[src/rtl/nl_carry_pipe_pkg.sv]
// Shared sizing and nl-vector index helpers for the non-linear carry pipeline.
package nl_carry_pipe_pkg;

  localparam int unsigned DefN   = 32;
  localparam int unsigned DefSeg = 8;

  function automatic int unsigned nl_w(input int unsigned n);
    return 3 * n - 5;
  endfunction

  // Positions 1..n-2 are resolved in the pipe, seg of them per stage.
  function automatic int unsigned n_stages(input int unsigned n, input int unsigned seg);
    return (n - 2 + seg - 1) / seg;
  endfunction

  function automatic int unsigned idx_g(input int unsigned i);
    return 3 * i - 2;
  endfunction

  function automatic int unsigned idx_ac(input int unsigned i);
    return 3 * i - 1;
  endfunction

  function automatic int unsigned idx_bc(input int unsigned i);
    return 3 * i;
  endfunction

endpackage

[src/rtl/nl_carry_pipe_if.sv]
// Operand input / product output handshake bundle of the non-linear carry pipeline.
interface nl_carry_pipe_if #(
  parameter int unsigned N = 32
) ();

  localparam int unsigned NlW = nl_carry_pipe_pkg::nl_w(N);

  logic           in_valid;
  logic           in_ready;
  logic [N-1:0]   in_a;
  logic [N-1:0]   in_b;
  logic           out_valid;
  logic           out_ready;
  logic [N-1:0]   out_a;
  logic [N-1:0]   out_b;
  logic [NlW-1:0] nl;

  modport master (
    output in_valid, in_a, in_b, out_ready,
    input  in_ready, out_valid, out_a, out_b, nl
  );

  modport slave (
    input  in_valid, in_a, in_b, out_ready,
    output in_ready, out_valid, out_a, out_b, nl
  );

endinterface

[src/rtl/nl_carry_seg.sv]
// Combinational resolution of one carry segment: per position emits {b&c, a&c, a&b}
// (lowest position in the lowest triple) and ripples the carry as their XOR.
module nl_carry_seg #(
  parameter int unsigned Cnt = 8
) (
  input  logic [Cnt-1:0]   a_i,
  input  logic [Cnt-1:0]   b_i,
  input  logic             c_i,
  output logic [3*Cnt-1:0] nl_o,
  output logic             c_o
);

  logic [Cnt-1:0]   a_sh;
  logic [Cnt-1:0]   b_sh;
  logic [3*Cnt+2:0] tmp;
  logic             c;
  logic             g;
  logic             ac;
  logic             bc;

  // Shift-based walk keeps every select constant.
  always_comb begin
    a_sh = a_i;
    b_sh = b_i;
    c    = c_i;
    nl_o = '0;
    tmp  = '0;
    g    = 1'b0;
    ac   = 1'b0;
    bc   = 1'b0;
    for (int unsigned j = 0; j < Cnt; j++) begin
      g    = a_sh[0] & b_sh[0];
      ac   = a_sh[0] & c;
      bc   = b_sh[0] & c;
      tmp  = {bc, ac, g, nl_o};
      nl_o = tmp[3*Cnt+2:3];
      c    = g ^ ac ^ bc;
      a_sh = a_sh >> 1;
      b_sh = b_sh >> 1;
    end
    c_o = c;
  end

endmodule

[src/rtl/nl_carry_pipe.sv]
// Pipelined non-linear front end: registers a/b and builds the AND-product vector nl,
// resolving SEG carry positions per stage behind a valid/ready handshake.
module nl_carry_pipe
  import nl_carry_pipe_pkg::*;
#(
  parameter int unsigned N   = DefN,
  parameter int unsigned SEG = DefSeg
) (
  input logic           clk,
  input logic           rst_n,
  input logic           flush,
  nl_carry_pipe_if.slave io
);

  localparam int unsigned STAGES = n_stages(N, SEG);
  localparam int unsigned NlW    = nl_w(N);

  logic [N-1:0]   a_q  [STAGES];
  logic [N-1:0]   b_q  [STAGES];
  logic [NlW-1:0] nl_q [STAGES];
  logic           c_q  [STAGES];
  logic           v_q  [STAGES];

  logic [STAGES-1:0] vld;
  logic [STAGES-1:0] ld;

  for (genvar k = 0; k < STAGES; k++) begin : g_stage
    localparam int unsigned Lo    = k * SEG + 1;
    localparam int unsigned Hi    = ((k + 1) * SEG < N - 2) ? (k + 1) * SEG : N - 2;
    localparam int unsigned Cnt   = Hi - Lo + 1;
    localparam int unsigned LoIdx = idx_g(Lo);
    localparam int unsigned HiIdx = idx_bc(Hi);

    logic [N-1:0]     a_src;
    logic [N-1:0]     b_src;
    logic [NlW-1:0]   nl_src;
    logic [NlW-1:0]   nl_d;
    logic [3*Cnt-1:0] seg_nl;
    logic             c_src;
    logic             c_d;
    logic             v_src;

    assign vld[k] = v_q[k];
    // A stage may load unless it and every stage downstream are full and stalled.
    assign ld[k]  = io.out_ready | ~(&vld[STAGES-1:k]);

    if (k == 0) begin : g_first
      assign a_src  = io.in_a;
      assign b_src  = io.in_b;
      assign v_src  = io.in_valid;
      assign c_src  = io.in_a[0] & io.in_b[0];
      assign nl_src = {{(NlW-1){1'b0}}, c_src};
    end else begin : g_next
      assign a_src  = a_q[k-1];
      assign b_src  = b_q[k-1];
      assign v_src  = v_q[k-1];
      assign c_src  = c_q[k-1];
      assign nl_src = nl_q[k-1];
    end

    nl_carry_seg #(
      .Cnt(Cnt)
    ) u_seg (
      .a_i  (a_src[Hi:Lo]),
      .b_i  (b_src[Hi:Lo]),
      .c_i  (c_src),
      .nl_o (seg_nl),
      .c_o  (c_d)
    );

    always_comb begin
      nl_d               = nl_src;
      nl_d[HiIdx:LoIdx]  = seg_nl;
    end

    always_ff @(posedge clk or negedge rst_n) begin
      if (!rst_n) begin
        v_q[k]  <= 1'b0;
        a_q[k]  <= '0;
        b_q[k]  <= '0;
        nl_q[k] <= '0;
        c_q[k]  <= 1'b0;
      end else begin
        if (flush) begin
          v_q[k] <= 1'b0;
        end else if (ld[k]) begin
          v_q[k] <= v_src;
        end
        if (ld[k] && v_src && !flush) begin
          a_q[k]  <= a_src;
          b_q[k]  <= b_src;
          nl_q[k] <= nl_d;
          c_q[k]  <= c_d;
        end
      end
    end
  end

  // Flush frees the whole pipe, so the operand offered that cycle is taken and dropped.
  assign io.in_ready  = ld[0] | flush;
  assign io.out_valid = v_q[STAGES-1];
  assign io.out_a     = a_q[STAGES-1];
  assign io.out_b     = b_q[STAGES-1];
  assign io.nl        = nl_q[STAGES-1];

endmodule

[src/flat_wrapper.sv]
// flat-port wrapper written by rule: the top's interface ports become plain ports
module nl_carry_pipe_flat import nl_carry_pipe_pkg::*;
#(
  parameter int unsigned N   = DefN,
  parameter int unsigned SEG = DefSeg
)
  (clk, rst_n, flush, io_in_valid, io_in_a, io_in_b, io_out_ready, io_in_ready, io_out_valid, io_out_a, io_out_b, io_nl);
  nl_carry_pipe_if #(.N(N)) io_i ();
  input logic clk;
  input logic rst_n;
  input logic flush;
  input wire logic [$bits(io_i.in_valid)-1:0] io_in_valid;
  input wire logic [$bits(io_i.in_a)-1:0] io_in_a;
  input wire logic [$bits(io_i.in_b)-1:0] io_in_b;
  input wire logic [$bits(io_i.out_ready)-1:0] io_out_ready;
  output wire logic [$bits(io_i.in_ready)-1:0] io_in_ready;
  output wire logic [$bits(io_i.out_valid)-1:0] io_out_valid;
  output wire logic [$bits(io_i.out_a)-1:0] io_out_a;
  output wire logic [$bits(io_i.out_b)-1:0] io_out_b;
  output wire logic [$bits(io_i.nl)-1:0] io_nl;
  assign io_i.in_valid = io_in_valid;
  assign io_i.in_a = io_in_a;
  assign io_i.in_b = io_in_b;
  assign io_i.out_ready = io_out_ready;
  assign io_in_ready = io_i.in_ready;
  assign io_out_valid = io_i.out_valid;
  assign io_out_a = io_i.out_a;
  assign io_out_b = io_i.out_b;
  assign io_nl = io_i.nl;
  nl_carry_pipe #(.N(N), .SEG(SEG)) u_core (.clk(clk), .rst_n(rst_n), .flush(flush), .io(io_i));
endmodule
[config.mk]
export PLATFORM = sky130hd
export DESIGN_NAME = nl_carry_pipe_flat
export DESIGN_NICKNAME = d
export VERILOG_FILES = /design/src/rtl/nl_carry_pipe_pkg.sv /design/src/rtl/nl_carry_pipe_if.sv /design/src/rtl/nl_carry_seg.sv /design/src/rtl/nl_carry_pipe.sv /design/src/flat_wrapper.sv
export SDC_FILE = /design/constraint.sdc
export NUM_CORES = 1
export LEC_CHECK = 0
export CAP_MARGIN = 20
export CORE_ASPECT_RATIO = 1.25
export CORE_MARGIN = 2
export CORE_UTILIZATION = 56
export DETAILED_ROUTE_END_ITERATION = 6
export PLACE_DENSITY = 0.8
export SYNTH_ARGS = -nofsm -noshare
export SYNTH_HDL_FRONTEND = slang
export SYNTH_SLANG_ARGS = --single-unit
[constraint.sdc]
create_clock -name clk -period 2.65 [get_ports clk]
set_input_delay 0.265 -clock clk [delete_from_list [all_inputs] [get_ports clk]]
set_output_delay 0.265 -clock clk [all_outputs]
set_load 0.05 [all_outputs]
==> results.md <==
* Pre-CTS WS at 0.0205 ns
* Die Wd at 170 um
* Die Span Y at between 200 and 250 um
* Worst-Margin Slew at 0.904 ns
* Nets at approximately 2,400
* Initial core utilization at 57.0%
* CTS tree: done
* # rows at 75
* Sequential share of the synthesized area at 65.2%
* Area grow syn2layout at 24.0%
* Layout cells sized above 1 at under 10%
* Slew Limit Fails at 0
* CTS max path bufs at 3
* Worst-path clk slew at 0.07 ns
* GR Util All Layers at between 20% and 30%
* Hold Violations, Final at 0
* Number of synthesized register bits at ~500
* N_diodes at 0
* Setup TNS Final at 0 ns
* Synth warn at 0
* Core outline area at 33,700 sq um
* Reg power frac at 47.1%
* Crit path launch: u_core.io.out_valid$_DFFE_PN0P_
* Vias at 15,010
* Critical path launch point type: flip-flop
* Initial antenna violation count at 0
* Worst Path Arrival at 2.04 ns
* Clk network pwr share at 34.9%
* Initial drt markers at ~1,200
* Fill count at between 2,000 and 2,500
* P_leak at 0.0127 uW
* Non-Filler Instances at 2,816
* CTS Sinks at around 500
* I/O Buffers at 225
* HPWL after DPL at 30,800 um
* Setup WS post-layout at 0.346 ns
* R2R Path End: u_core.g_stage[2].b_src[19]$_DFFE_PN0P_
* Worst vdd ir at 626 uV
* Avg Cell Area, Syn at 8.95 sq um
* H-tree depth at 2
* Final WL at 46,200 um
* Vias per std cell at 5.33
* # setup viols final at 0
* Leading cell types in the layout, fill and taps excluded: nand2_1 (1,330), dfrtp_1 (501), clkdlybuf4s50_1 (223)
* DR WL/cell at 16.4 um
* Largest net degree at the start of global routing at 78
* Cts bufs inserted at 46
* WP data required at 2.38 ns
* PwrDens at 856 nW/um^2
* Post-synth EDFFs at 0
* RSZ-0062 raised after global routing: no
* Die Area at 35,800 sq um
* Skew final at 0.0164 ns
* Hold WC Path Type: input port to flip-flop
* Share of synthesized registers carrying an async set or reset at 100%
* Placer congestion estimate at 0.831
* Synthesized area at a little under 20,000 sq um
* Placed cell count at about 2,700
* Number of iterations in the first detailed-routing pass at 5
* Vias in the first global route at 14,990
* Comb power frac at 18.0%
* Worst setup EP type: output pin
* Slew HR at 39.5%
* GRT overflow at 0
* Clk root buf: clkbuf_16
* Antenna Nets Post-Route at 0
* Worst R2R Path Depth at 5
* IO Count at 226
* Crit path kind: flip-flop to output pin
* Clock Latency Late Sink at 0.56 ns
* DRC at 0
* CP max FO at 5
* Reg2reg start: u_core.io.out_valid$_DFFE_PN0P_
* Fmax at 0.434 GHz
* Syn Nets at 2,217
* Net Switching at 6100 uW
* First-pass GRT wire length at between 70,000 and 80,000 um
* Gate count of the mapped netlist at 2,148
* Crit path time final at 2.30 ns
* Switching share of power at 29.9%
* FF-to-FF setup slack at 0.39 ns
* Commonest non-fill, non-tap cell in the layout: nand2_1
* CP Capture Point: io_in_ready
* Status: completed
* Pint at 14,300 uW
* Number of max-cap violations at 0
* Post-CTS sizing at 0
* Netlist cell types at 43
* Crit share post-route at 87.0%
* Ys flop type: dfrtp_1
logic make-up (layout without fill, tap and decap cells):
group,Yosys count,in the layout,share of synthesized area (%)
AOI/OAI and AO/OA,97,97,3.19
adders and majority gates,13,13,0.710
buffers and inverters,118,363,2.42
DFF,501,501,65.2
and+or+nand+nor,1419,1419,28.4
power groups by stage:
| stage | Combinational, uW | Clock, uW | Sequential (uW) |
|---|---|---|---|
| detailed placement | 3680 | 0 | 9710 |
| global placement | 3580 | 0 | 9670 |
| global route | 4010 | 7520 | 9740 |
| CTS | 3720 | 7220 | 9600 |
| finish | 3680 | 7110 | 9610 |
| floorplan | 1170 | 0 | 10600 |
critical path, cell delays in order, from the launching register on:
cell and delay, ns:
dfrtp_1 0.34, nor2b_1 0.30, and3_1 0.25, buf_4 0.16, nand3b_1 0.18, buf_4 0.25
worst min path at each step:
stage / cells past startpoint / endpoint / slack, ns / from
floorplan: 0 / u_core.g_stage[1].a_src[0]$_DFFE_PN0P_ / -0.03 / rst_n
detailed placement: 1 / u_core.g_stage[2].a_src[29]$_DFFE_PN0P_ / 0.28 / rst_n
finish: 3 / u_core.g_stage[1].b_src[26]$_DFFE_PN0P_ / 0.24 / io_in_b[26]
CTS: 3 / u_core.g_stage[1].b_src[28]$_DFFE_PN0P_ / 0.23 / io_in_b[28]
global route: 3 / u_core.g_stage[1].b_src[27]$_DFFE_PN0P_ / 0.25 / io_in_b[27]
global placement: 1 / u_core.io.nl[0]$_DFFE_PN0P_ / 0.29 / rst_n
synthesized netlist by cell type, types with 2 or more instances:
cell | number | area share [%]
maj3_2 | 5 | 0.29
or2_2 | 3 | 0.098
nand2_1 | 1330 | 26
o22ai_1 | 2 | 0.065
o2111ai_1 | 3 | 0.14
maj3_1 | 8 | 0.42
o31ai_1 | 9 | 0.35
nand3b_1 | 2 | 0.078
nor3b_1 | 2 | 0.078
clkbuf_1 | 78 | 1.5
and2_1 | 6 | 0.20
a21oi_1 | 8 | 0.21
buf_2 | 15 | 0.39
o21ai_1 | 4 | 0.10
nand4_1 | 5 | 0.16
buf_1 | 16 | 0.31
a21o_1 | 5 | 0.20
a22oi_1 | 3 | 0.12
a22o_1 | 7 | 0.32
a31oi_1 | 8 | 0.26
inv_1 | 8 | 0.16
nand3_1 | 49 | 1.3
nor2_1 | 14 | 0.27
dfrtp_1 | 501 | 65
o21ai_0 | 39 | 1.0
stage by stage:
stage | total power [uW] | instance area, sq um | utilization, % | hold WS [ns]
5_1_grt | 21300 | 23800 | 70.7 | 0.246
4_1_cts | 20500 | 23800 | 70.7 | 0.227
3_3_place_gp | 13200 | 22200 | 65.8 | 0.286
2_1_floorplan | 11800 | 19200 | - | -0.0306
6_report | 20400 | 23800 | 70.7 | 0.241
3_5_place_dp | 13400 | 22200 | 65.8 | 0.283
timing repair:
action,in CTS,in global routing
hold buffers,1,0
buffers inserted,0,0
setup endpoints to repair,0,0
endpoints found under the hold margin,53,0
routing by layer:
| layer | vias up | GRT usage [%] | share of wire [%] |
|---|---|---|---|
| li1 | 7094 | - | - |
| met1 | 7316 | 36.4 | 42 |
| met2 | 515 | 43.2 | 48 |
| met3 | 85 | 4.42 | 6.2 |
| met4 | 0 | 10.3 | 3.3 |
| met5 | - | 0 | 0 |
sequential cells by signal (all words and copies together), names as in the netlist:
register	count
u_core.g_stage.b_src	96
u_core.io.out_a	32
u_core.io.nl	91
u_core.io.out_b	32
u_core.g_stage.nl_src	147
u_core.g_stage.v_src	3
u_core.g_stage.a_src	96
u_core.g_stage.c_src	3
u_core.io.out_valid	1
cell type report:
cell class	instances	area [sq um]	share of cell area, %
sequential	501	12500	52.6
multi-input combinational	1529	6250	26.2
timing repair buffer	270	2830	11.9
clock buffer	65	1360	5.69
tap	423	529	2.22
clock inverter	20	292	1.22
inverter	8	30.0	0.126
Note: power is estimated with default switching activity, not from simulation.
==> variant: new RTL, same settings <==
The package constant `DefSeg` goes from 8 to 4.
--- a/src/rtl/nl_carry_pipe_pkg.sv
+++ b/src/rtl/nl_carry_pipe_pkg.sv
@@ -3,5 +3,5 @@
 
   localparam int unsigned DefN   = 32;
-  localparam int unsigned DefSeg = 8;
+  localparam int unsigned DefSeg = 4;
 
   function automatic int unsigned nl_w(input int unsigned n);
Function: same outputs for any inputs over 4 cycles, from zero or initial values and one cycle with rst_n low; that may be too few to reach the edited logic, so the function may still have changed.
==> variant against the unedited design <==
Largest cell class unchanged. Power up 57%. Critical path type unchanged. Die area up 88%. Area after synthesis up 90%. Sequential cell count up 460. Routed wire length up 78%. Final cell count up 75%. Sequential share of layout area up 2.8 points. Setup slack worse by 76 ps. Final area up 82%.
==> variant: results (changes against the unedited design) <==
Setup path
  • Setup slack of the most critical reg-to-reg path: 610 ps (+220 ps)
  • Arrival @ worst endpoint: 2120 ps (+80 ps)
  • Reg2Reg Launch Point: u_core.g_stage[7].v_src
  • Number of cell instances on the worst register-to-register path: 6 (+1)
  • Terminus of the critical flop-to-flop path: u_core.g_stage[5].c_src

Finish
  • Multi-input logic area: 11700 µm² (+87%)
  • Final Instance Count excl. Fillers: 4921 (+75%)
  • Count of fill cells added during filler insertion: 4832 (+98%)
  • Share of final-layout standard cells stronger than drive strength 1: 0.0975 (+0.0402)
  • Largest register FFs: 343 (+130%)
  • Final Net Count: 4068 (+68%)

Drt
  • Via-to-Cell Ratio: 5.28 (-1.0%)
  • Post-Route M1 WL: 35500 µm (+82%)
  • Metal3 WL: 4250 µm (+47%)
  • Metal2 WL: 40700 µm (+83%)
  • First-pass DRT Iterations: 7 (+2)
  • Detailed router's first-iteration violation count: 2421 (+100%)

Power
  • Worst vdd rail ir drop: 0.532 mV (-15%)
  • Lkg Pwr: 23.6 nW (+87%)
  • Internal power: 24.5 mW (+71%)

Clocking
  • Number of levels in the clock H-tree: 3 (+1)

GRT
  • Gr usage total: 0.254 (-0.0119)
  • First-pass GRT wire length: 137000 µm (+80%)
  • Via count of the first global-routing pass: 26100 (+74%)

Min path
  • Type of the tightest min-delay check: in -> async

Timing
  • Worst clock skew: 20.8 ps (+4.47 ps)

Status
  • Run status: finished clean

Logic synthesis
  • Synth cell count leaders: 2285 x nand2_1, 961 x dfrtp_1, 137 x mux2_2
  • Cells taking the most area after synthesis: dfrtp_1 66%, nand2_1 23%, mux2_2 4.2%, buf_2 1.5%, clkbuf_1 0.75%
  • Number of instances in the synthesized netlist: 3797 (+77%)
  • Sequential share of the synthesized area: 0.657 (+0.00502)
  • Net count after synthesis: 3866 (+74%)

Placed design
  • Number of placed instances, taps included: 4756 (+74%)
  • Routability-driven placement congestion ratio: 0.843 (+1.4%)
==> variant: timing repair <==
item	CTS	global route
hold buffers	1	0
endpoints found under the hold margin	95	0
gates resized for setup	0	0
==> variant: cells by family (layout without fill, tap and decap cells) <==
logic type / count (synthesis) / in the layout / share of synthesized area
AOI/OAI and AO/OA: 110 / 110 / 0.0205
adders and majority gates: 10 / 10 / 0.00284
buffers and inverters: 199 / 475 / 0.0261
DFF: 961 / 961 / 0.657
muxes: 151 / 151 / 0.0465
and+or+nand+nor: 2366 / 2366 / 0.247
==> variant: worst min-delay path by stage <==
stage,end,slack [ps],cells after the start
3_5_place_dp,u_core.g_stage[2].a_src[23],220,1
3_3_place_gp,u_core.g_stage[3].a_src[27],220,1
2_1_floorplan,u_core.g_stage[1].a_src[0],-30,0
4_1_cts,u_core.g_stage[1].b_src[10],120,3
6_report,u_core.g_stage[2].b_src[19],150,2
5_1_grt,u_core.g_stage[2].b_src[19],170,2
==> variant: layout make-up <==
type	count	share of cell area
clock buffers	126	0.0594
repair buffers	308	0.0797
multi-input cells	2637	0.269
clock inverters	38	0.0127
inverters	3	0.000260
well taps	848	0.0245
flip-flops and latches	961	0.554
==> variant: metrics by stage <==
step	hold slack [ps]	worst slack, ps	total power, mW
after floorplan	-30.6	575	17.6
after global placement	222	291	18.7
after global routing	165	207	33.2
after detailed placement	224	267	18.8
after CTS	124	272	32.2
final	148	269	32.0
==> variant: per-layer routing <==
metal	GRT usage	vias to the layer above
met4	0.0798	0
li1	-	12200
met2	0.419	679
met1	0.353	12900
met5	0	-
met3	0.0369	147
==> variant: worst max-delay path, stage by stage, from the launching register on <==
cell,delay [ps]
dfrtp_1,460
and4b_1,360
buf_4,280
nand4_1,140
buf_4,230
==> variant: power by group through the flow <==
stage,Combinational (mW),Clock (mW),Sequential (mW)
5_1_grt,2.19,14.3,16.8
6_report,1.87,13.5,16.7
3_3_place_gp,1.79,0,16.9
4_1_cts,1.91,13.7,16.7
3_5_place_dp,1.87,0,16.9
2_1_floorplan,1.08,0,16.6
